### src/rtl/ncpu32k_ifu_seq.sv
// ncpu32k_ifu_seq: fetch PC sequencer with one outstanding I-cache request and a 1-entry insn buffer
module ncpu32k_ifu_seq #(
  parameter int AW = 32,
  parameter int IW = 32,
  parameter logic [AW-1:0] RST_VECTOR = 32'h80000000
) (
  input  logic          clk,
  input  logic          rst,
  output logic          ic_req_vld,
  input  logic          ic_req_rdy,
  output logic [AW-3:0] ic_req_pc,
  input  logic          ic_rsp_vld,
  input  logic [IW-1:0] ic_rsp_insn,
  input  logic          ic_rsp_EITM,
  input  logic          ic_rsp_EIPF,
  output logic          pidu_insn_vld,
  output logic [IW-1:0] pidu_insn,
  output logic [AW-3:0] pidu_pc,
  output logic          pidu_EITM,
  output logic          pidu_EIPF,
  input  logic          pidu_rdy,
  input  logic          jmprel,
  input  logic [AW-3:0] jmprel_tgt,
  input  logic          flush_vld,
  input  logic [AW-3:0] flush_tgt
);
  localparam logic [2:0] IDLE = 3'd0, REQ = 3'd1, WAIT = 3'd2, DROP = 3'd3, HALT = 3'd4;
  logic [2:0] state;
  logic [AW-3:0] fetch_pc, pending_pc, next_pc;
  logic out_acc, redir_jr, redir, buf_free, hs, load;
  always_comb begin
    out_acc = pidu_insn_vld & pidu_rdy;
    redir_jr = out_acc & jmprel;
    redir = flush_vld | redir_jr;
    next_pc = flush_vld ? flush_tgt : redir_jr ? jmprel_tgt : fetch_pc;
    buf_free = ~pidu_insn_vld | out_acc;
    ic_req_vld = (state == REQ) & buf_free;
    ic_req_pc = next_pc;
    hs = ic_req_vld & ic_req_rdy;
    load = (state == WAIT) & ic_rsp_vld & ~redir;
  end
  always_ff @(posedge clk) begin
    if (rst) begin
      state <= IDLE;
      fetch_pc <= RST_VECTOR[AW-1:2];
      pending_pc <= '0;
    end else begin
      case (state)
        IDLE: begin
          fetch_pc <= next_pc;
          state <= REQ;
        end
        REQ: begin
          fetch_pc <= hs ? next_pc + 1'b1 : next_pc;
          if (hs) pending_pc <= next_pc;
          if (hs) state <= WAIT;
        end
        WAIT: begin
          fetch_pc <= next_pc;
          state <= ~ic_rsp_vld ? (redir ? DROP : WAIT) :
                   (~redir & (ic_rsp_EITM | ic_rsp_EIPF)) ? HALT : REQ;
        end
        DROP: begin
          fetch_pc <= next_pc;
          if (ic_rsp_vld) state <= REQ;
        end
        HALT: begin
          // The faulting insn is the last one fetched until the backend redirects
          if (flush_vld) fetch_pc <= flush_tgt;
          if (flush_vld) state <= REQ;
        end
        default: state <= IDLE;
      endcase
    end
  end
  always_ff @(posedge clk) begin
    if (rst) begin
      pidu_insn_vld <= 1'b0;
      pidu_insn <= '0;
      pidu_pc <= '0;
      pidu_EITM <= 1'b0;
      pidu_EIPF <= 1'b0;
    end else if (flush_vld) begin
      pidu_insn_vld <= 1'b0;
    end else if (load) begin
      pidu_insn_vld <= 1'b1;
      pidu_insn <= ic_rsp_insn;
      pidu_pc <= pending_pc;
      pidu_EITM <= ic_rsp_EITM;
      pidu_EIPF <= ic_rsp_EIPF;
    end else if (out_acc) begin
      pidu_insn_vld <= 1'b0;
    end
  end
endmodule

### config.mk
export PLATFORM = sky130hd
export DESIGN_NAME = ncpu32k_ifu_seq
export DESIGN_NICKNAME = d
export VERILOG_FILES = /design/src/rtl/ncpu32k_ifu_seq.sv
export SDC_FILE = /design/constraint.sdc
export NUM_CORES = 1
export LEC_CHECK = 0
export CORE_MARGIN = 3
export CORE_UTILIZATION = 47
export DETAILED_ROUTE_END_ITERATION = 8
export DONT_BUFFER_PORTS = 1
export PLACE_DENSITY_LB_ADDON = 0.05
export SLEW_MARGIN = 30
export SYNTH_ARGS = -nofsm -noshare
export SYNTH_HDL_FRONTEND = slang
export SYNTH_SLANG_ARGS = --single-unit
### constraint.sdc
create_clock -name clk -period 5.15 [get_ports clk]
set_input_delay 1.03 -clock clk [delete_from_list [all_inputs] [get_ports clk]]
set_output_delay 1.03 -clock clk [all_outputs]
set_load 0.1 [all_outputs]
### Yosys cells after proc, flatten, opt, wreduce, memory -nomap -nowiden

Index checks and enable logic that the tools add are counted.
Widths: inputs -> output; s select.

| word-level totals | value |
|---|---|
| bits in registers | 128 |
| latch bits | 0 |
| bits in writable memories | 0 |
| ROM bits | 0 |
| output and inout port bits | 96 |
| word-level logic and storage cells | 52 |
| memories | 0 |

| operators by class | value |
|---|---|
| add/subtract/negate cells | 1 |
| multipliers | 0 |
| div/mod/pow operators | 0 |
| magnitude comparators | 0 |
| equal/unequal tests | 7 |
| shift-type cells | 0 |
| muxes and demuxes | 14 |
| bitwise logic cells | 13 |
| reduce and logical (&&, ||, !) cells | 9 |

Operators with widths:

| kind | count |
|---|---|
| $mux 30 | 4 |
| $pmux 30 s3 | 1 |
| $add 30x1->30 const B | 1 |
| $mux 3 | 5 |
| $pmux 3 s5 | 1 |
| $and 1x1->1 | 7 |
| $eq 3x2->1 const B | 2 |
| $ne 2x2->1 const B | 3 |
| $reduce_and 2->1 | 3 |
| $eq 3x1->1 const B | 1 |
| $eq 3x3->1 const B | 1 |
| $logic_not 3->1 | 1 |
| $mux 1 | 3 |
| $not 1->1 | 3 |
| $or 1x1->1 | 3 |
| $reduce_and 3->1 | 1 |
| $reduce_bool 3->1 | 1 |
| $reduce_or 3->1 | 1 |
| $reduce_bool 2->1 | 1 |
| $reduce_or 2->1 | 1 |

### Depth between registers and ports, before layout

| depth | value |
|---|---|
| word-level depth | 8 |
| depth in mapped cells | 12 |
| gate-level depth less buffers | 8 |

### Least setup slack after synthesis

OpenSTA, ideal clock, no wires.

| path | value |
|---|---|
| kind | input-to-output |
| from | input flush_vld |
| to | output ic_req_pc[1] |
| data arrival time | 4300 ps |
| data required time | 4120 ps |
| setup slack | -180 ps |
| stages on the path | 7 |
| cells stage by stage | buf_4 > buf_6 > buf_2 > buf_2 > buf_1 > clkbuf_1 > o21ai_0 |

| on the way | value |
|---|---|
| word-level cells in the longest chain between the ends | 1 |

Ends and longest elaborated chain:

| element | RTL line | text |
|---|---|---|
| start: declaration | 24 | `input logic flush_vld,` |
| $mux 30 | 35 | `next_pc = flush_vld ? flush_tgt : redir_jr ? jmprel_tgt : fetch_pc;` |
| end: declaration | 11 | `output logic [AW-3:0] ic_req_pc,` |

Every way passes these cells.

### Final worst setup path

| path | value |
|---|---|
| from | register state[0] |
| to | register fetch_pc[27] |

| on the way | value |
|---|---|
| word-level cells in the longest chain between the ends | 5 |
| elaborated cells between the ends (all ways) | 13 |
| those cells by class | 5 x eq/ne; 2 x mux; 2 x bitwise; 4 x reduce/logical |

Ends and longest elaborated chain:

| element | RTL line | text |
|---|---|---|
| start: declaration | 28 | `logic [2:0] state;` |
| start signal: assignment | 60 | `state <= ~ic_rsp_vld ? (redir ? DROP : WAIT) :` |
| $eq 3x1->1 | 37, 48 |  |
| $and 1x1->1 | 37 | `ic_req_vld = (state == REQ) & buf_free;` |
| $and 1x1->1 | 39 | `hs = ic_req_vld & ic_req_rdy;` |
| $mux 30 | 54 | `fetch_pc <= hs ? next_pc + 1'b1 : next_pc;` |
| $pmux 30 s3 | 48 | `case (state)` |
| end signal: assignment | 50 | `fetch_pc <= next_pc;` |
| end signal: assignment | 54 |  |
| end signal: assignment | 59 | `fetch_pc <= next_pc;` |
| end: declaration | 29 | `logic [AW-3:0] fetch_pc, pending_pc, next_pc;` |

Several ways; a longest one is shown, not always the timed one.
A chain may end at the register's enable or synchronous reset.

==> impl_metrics.prom <==
# TYPE chip_impl_metric gauge
chip_impl_metric{name="initialDrtViolationCount",unit=""} 567
chip_impl_metric{name="synth-seq-cells",unit=""} 128
chip_impl_metric{name="area_delta_synth_final",unit="%"} 11.71
chip_impl_metric{name="worst_r2r_path_cells",unit=""} 8
chip_impl_metric{name="fmax",unit="GHz"} 0.2609
chip_impl_metric{name="post-synth-top-area-fraction",unit="%"} 38.92
chip_impl_metric{name="fp.coreArea",unit="sq um"} 13450
chip_impl_metric{name="cts_inserted_buffers",unit=""} 17
chip_impl_metric{name="max_cap_viol_count",unit=""} 0
chip_impl_info{name="outcome",value="completed"} 1
chip_impl_info{name="crit_chain",value="nor3b_1 -> and3_1 -> buf_4 -> o211a_1 -> nand3_1 -> or3_1 -> or4_1 -> o211ai_1"} 1
chip_impl_info{name="min_delay_src",value="fetch_pc[11]"} 1
chip_impl_metric{name="postRouteWirelength",unit="mm"} 20.78
chip_impl_info{name="ys_dominant_reg_cell",value="sky130_fd_sc_hd__dfxtp_1"} 1
chip_impl_metric{name="post-route-period-util",unit="%"} 74.41
chip_impl_metric{name="grt_overflow",unit=""} 0
chip_impl_info{name="worstSetupPathType",value="reg2reg"} 1
chip_impl_metric{name="syn-instance-count",unit=""} 889
chip_impl_metric{name="drc_errors",unit=""} 0
chip_impl_metric{name="starting_density_of_the_core",unit="%"} 48.94
chip_impl_metric{name="layout_cell_share_with_drive_strength_beyond_1",unit="%"} 10.53
chip_impl_info{name="cts-root-buf",value="sky130_fd_sc_hd__clkbuf_16"} 1
chip_impl_metric{name="postCtsSetupRepairBufs",unit=""} 0
chip_impl_metric{name="critPathArrivalTime",unit="ps"} 4180
chip_impl_info{name="ys_top_cells_by_area",value="sky130_fd_sc_hd__dfxtp_1 39%, sky130_fd_sc_hd__nand2_1 14%, sky130_fd_sc_hd__a21oi_1 9.4%"} 1
chip_impl_metric{name="worst_pin_slew",unit="ps"} 1013
chip_impl_metric{name="fin_worst_skew",unit="ps"} 8.205
chip_impl_info{name="worstSetupStartpointType",value="flop"} 1
chip_impl_metric{name="gp_routability_congestion",unit=""} 0.9129
chip_impl_metric{name="power_switching",unit="uW"} 855.1
chip_impl_metric{name="clk_latency",unit="ps"} 420
chip_impl_metric{name="worst_ir_drop_vdd",unit="V"} 0.0002142
chip_impl_metric{name="switching_share",unit="%"} 31.92
chip_impl_metric{name="slowest_delay",unit="ps"} 720
chip_impl_metric{name="power.internal",unit="uW"} 1824
chip_impl_metric{name="post_drt_wl_per_cell",unit="microns"} 19.62
chip_impl_metric{name="num_rows",unit=""} 42
chip_impl_metric{name="syn-cell-area",unit="sq um"} 6584
chip_impl_info{name="worst_hold_path_type",value="reg2reg"} 1
chip_impl_info{name="end_kind",value="flop"} 1
chip_impl_metric{name="clk_pin_slew_worst_paths",unit="ps"} 60
chip_impl_metric{name="comb_power_share",unit="%"} 17.2
chip_impl_metric{name="setup_tns",unit="ps"} 0
chip_impl_metric{name="seq_area_frac_synth",unit="%"} 38.92
chip_impl_metric{name="cts_htree_levels",unit=""} 4
chip_impl_metric{name="yosysWarnings",unit=""} 0
chip_impl_metric{name="reg2reg_setup_slack",unit="ps"} 1320
chip_impl_metric{name="postLayoutCellArea",unit="sq um"} 7355
chip_impl_metric{name="clockPowerShare",unit="%"} 42.3
chip_impl_metric{name="hold_viol",unit=""} 0
chip_impl_metric{name="cts-root-to-sink-buffers",unit=""} 2
chip_impl_metric{name="postCtsHoldBufs",unit=""} 0
chip_impl_metric{name="first_pass_iters",unit=""} 6
chip_impl_metric{name="clock_sink_count",unit=""} 128
chip_impl_info{name="unrepaired_setup_endpoints_after_global_routing",value="false"} 1
chip_impl_metric{name="dp_hpwl",unit="mm"} 14.50
chip_impl_metric{name="grt_first_pass_wirelength",unit="mm"} 32.93
chip_impl_metric{name="design.die.area",unit="sq um"} 15460
chip_impl_metric{name="grt_start_max_net_pins",unit=""} 129
chip_impl_metric{name="first_global_vias",unit=""} 6293
chip_impl_metric{name="power_density",unit="nW/um^2"} 364.3
chip_impl_metric{name="die_height",unit="microns"} 124.4
chip_impl_metric{name="chipWidth",unit="microns"} 124.4
chip_impl_metric{name="post_synth.cell_area_avg",unit="sq um"} 7.406
chip_impl_metric{name="final_layout_net_count",unit=""} 971
chip_impl_metric{name="timing_max_transition_violations_final",unit=""} 0
chip_impl_info{name="worstHoldEndpoint",value="fetch_pc[11]"} 1
chip_impl_metric{name="p_leak",unit="uW"} 0.002496
chip_impl_metric{name="critPathMaxFanout",unit=""} 38
chip_impl_metric{name="setup-violations-final",unit=""} 0
chip_impl_metric{name="power_frac_seq",unit="%"} 40.5
chip_impl_metric{name="antenna-diode-count",unit=""} 0
chip_impl_metric{name="slew_headroom",unit="%"} 32.38
chip_impl_info{name="slowest_stage",value="sky130_fd_sc_hd__nor3b_1"} 1
chip_impl_metric{name="total_power",unit="uW"} 2679
chip_impl_metric{name="groute.usage.overall",unit="%"} 26.25
chip_impl_metric{name="total_cell_area_at_the_placement_stage",unit="sq um"} 6789
chip_impl_metric{name="ys_async_sr_fraction",unit="%"} 0
chip_impl_metric{name="io_pins",unit=""} 197
chip_impl_metric{name="route.vias.total",unit=""} 6425
chip_impl_metric{name="detail_route.vias_per_cell",unit=""} 6.067
chip_impl_metric{name="yosysUniqueCellTypes",unit=""} 62
chip_impl_metric{name="antenna_violations_before_repair",unit=""} 0
chip_impl_metric{name="synth_enable_flop_cells",unit=""} 0
chip_impl_metric{name="layout_min_cycle_time",unit="ps"} 3832
chip_impl_metric{name="syn-num-nets",unit=""} 990
chip_impl_metric{name="io_buffer_count",unit=""} 0
chip_impl_metric{name="timing.hold.worst_path_depth",unit=""} 2
chip_impl_info{name="clock_tree_from_tritoncts",value="yes"} 1
chip_impl_info{name="capturing_point_of_the_worst_reg2reg_path",value="fetch_pc[27]"} 1
chip_impl_info{name="synth_area_leader_cell",value="sky130_fd_sc_hd__dfxtp_1"} 1
chip_impl_metric{name="required_time_of_the_critical_path",unit="ps"} 5500
chip_impl_metric{name="final.hold.worst_slack",unit="ps"} 449.2
chip_impl_metric{name="antenna_left",unit=""} 0
chip_impl_info{name="worst_reg2reg_path_startpoint",value="state[0]"} 1
chip_impl_metric{name="cts-resized-gates",unit=""} 0
[worst max-delay path by stage]
stage	start	to	slack, ps	cells past startpoint
final	state[0]	fetch_pc[27]	1320	8
after global routing	state[0]	fetch_pc[27]	1160	8
after CTS	state[0]	fetch_pc[27]	1420	8
after detailed placement	jmprel	fetch_pc[27]	1370	8
after global placement	jmprel	fetch_pc[27]	1380	8
after floorplan	jmprel	fetch_pc[27]	300	10
[cell families after synthesis]
group | count (synthesis) | synth area share, %
AOI/OAI and AO/OA | 239 | 23.03
buffers and inverters | 82 | 5.568
DFF | 128 | 38.92
muxes | 30 | 4.694
and+or+nand+nor | 410 | 27.78
[metrics by stage]
step / std cells / utilization (%) / setup slack (ps)
2_1_floorplan: 889 / - / 298.1
3_3_place_gp: 1027 / 50.42 / 1379
3_5_place_dp: 1027 / 50.47 / 1373
4_1_cts: 1059 / 54.61 / 1417
5_1_grt: 1059 / 54.67 / 1159
6_report: 1059 / 54.67 / 1318
[layout by cell type, fill, tap and decap left out, types with 5 or more instances in the layout]
master                      instances
sky130_fd_sc_hd__nand2_1          238
sky130_fd_sc_hd__dfxtp_1          128
sky130_fd_sc_hd__a21oi_1          121
sky130_fd_sc_hd__nor2_1            55
sky130_fd_sc_hd__buf_4             28
sky130_fd_sc_hd__mux2i_1           26
sky130_fd_sc_hd__nand3_1           20
sky130_fd_sc_hd__nor2b_1           19
sky130_fd_sc_hd__a211oi_1          17
sky130_fd_sc_hd__clkbuf_16         17
sky130_fd_sc_hd__inv_1             16
sky130_fd_sc_hd__o21ai_0           16
sky130_fd_sc_hd__nor3_1            10
sky130_fd_sc_hd__o21ai_2            9
sky130_fd_sc_hd__and2_1             9
sky130_fd_sc_hd__nor4_1             8
sky130_fd_sc_hd__a221oi_1           8
sky130_fd_sc_hd__o211ai_1           8
sky130_fd_sc_hd__or3_1              7
sky130_fd_sc_hd__o21bai_1           7
sky130_fd_sc_hd__a31oi_1            7
sky130_fd_sc_hd__o21a_1             6
sky130_fd_sc_hd__a311oi_1           6
sky130_fd_sc_hd__nand2b_1           6
sky130_fd_sc_hd__nand4_1            6
sky130_fd_sc_hd__and4_1             5
sky130_fd_sc_hd__nor2_2             5
[sequential cells by signal, indices dropped and copies added (netlist names)]
register	cells
pidu_EIPF	1
pidu_EITM	1
pidu_insn	32
pidu_insn_vld	1
pidu_pc	30
pending_pc	30
state	3
fetch_pc	30
[synth_stat cells (5+ instances only)]
cell type / n
sky130_fd_sc_hd__o21ai_1: 7
sky130_fd_sc_hd__and4_1: 5
sky130_fd_sc_hd__o21bai_1: 7
sky130_fd_sc_hd__buf_2: 8
sky130_fd_sc_hd__a311oi_1: 6
sky130_fd_sc_hd__a31oi_1: 7
sky130_fd_sc_hd__nor2b_1: 19
sky130_fd_sc_hd__clkbuf_1: 46
sky130_fd_sc_hd__nand2_1: 239
sky130_fd_sc_hd__nand2b_1: 6
sky130_fd_sc_hd__buf_1: 5
sky130_fd_sc_hd__nor3_1: 10
sky130_fd_sc_hd__a211oi_1: 17
sky130_fd_sc_hd__mux2i_1: 26
sky130_fd_sc_hd__a221oi_1: 8
sky130_fd_sc_hd__nand3_1: 21
sky130_fd_sc_hd__nor4_1: 8
sky130_fd_sc_hd__nand4_1: 6
sky130_fd_sc_hd__o211ai_1: 8
sky130_fd_sc_hd__o21ai_0: 19
sky130_fd_sc_hd__dfxtp_1: 128
sky130_fd_sc_hd__o21a_1: 6
sky130_fd_sc_hd__nor2_1: 60
sky130_fd_sc_hd__and2_1: 9
sky130_fd_sc_hd__or3_1: 7
sky130_fd_sc_hd__a21oi_1: 123
sky130_fd_sc_hd__inv_1: 16
[power groups by stage]
stage / Clock (uW) / Combinational (uW) / Sequential [uW]
floorplan: 0 / 395 / 1090
global placement: 0 / 452 / 1110
global route: 1200 / 490 / 1090
CTS: 1160 / 458 / 1080
detailed placement: 0 / 457 / 1110
finish: 1130 / 460 / 1090
[worst max-delay path, delay by kind of cell, from the launching register on]
kind / cells / cell delay (ps)
flops: 1 / 620
compound gates: 2 / 410
simple gates: 5 / 2360
buf+inv: 1 / 360
[per-layer routing]
layer / global-route usage [%] / up-vias / routed length (microns) / share of wire, %
li1: - / 3060 / - / -
met1: 31.37 / 3015 / 8275 / 40
met2: 42.59 / 294 / 9669 / 47
met3: 10.33 / 56 / 2223 / 11
met4: 9.865 / 0 / 610 / 2.9
met5: 0 / - / 0 / 0
[layout make-up]
cell class	instances	area, sq um
clock inverters	12	111.4
clock buffers	20	446.7
repair buffers	28	210.2
flip-flops and latches	128	2562
inverters	16	60.06
well taps	176	220.2
multi-input cells	679	3744
fillers	1311	6098
(Power assumes the default switching activity.)
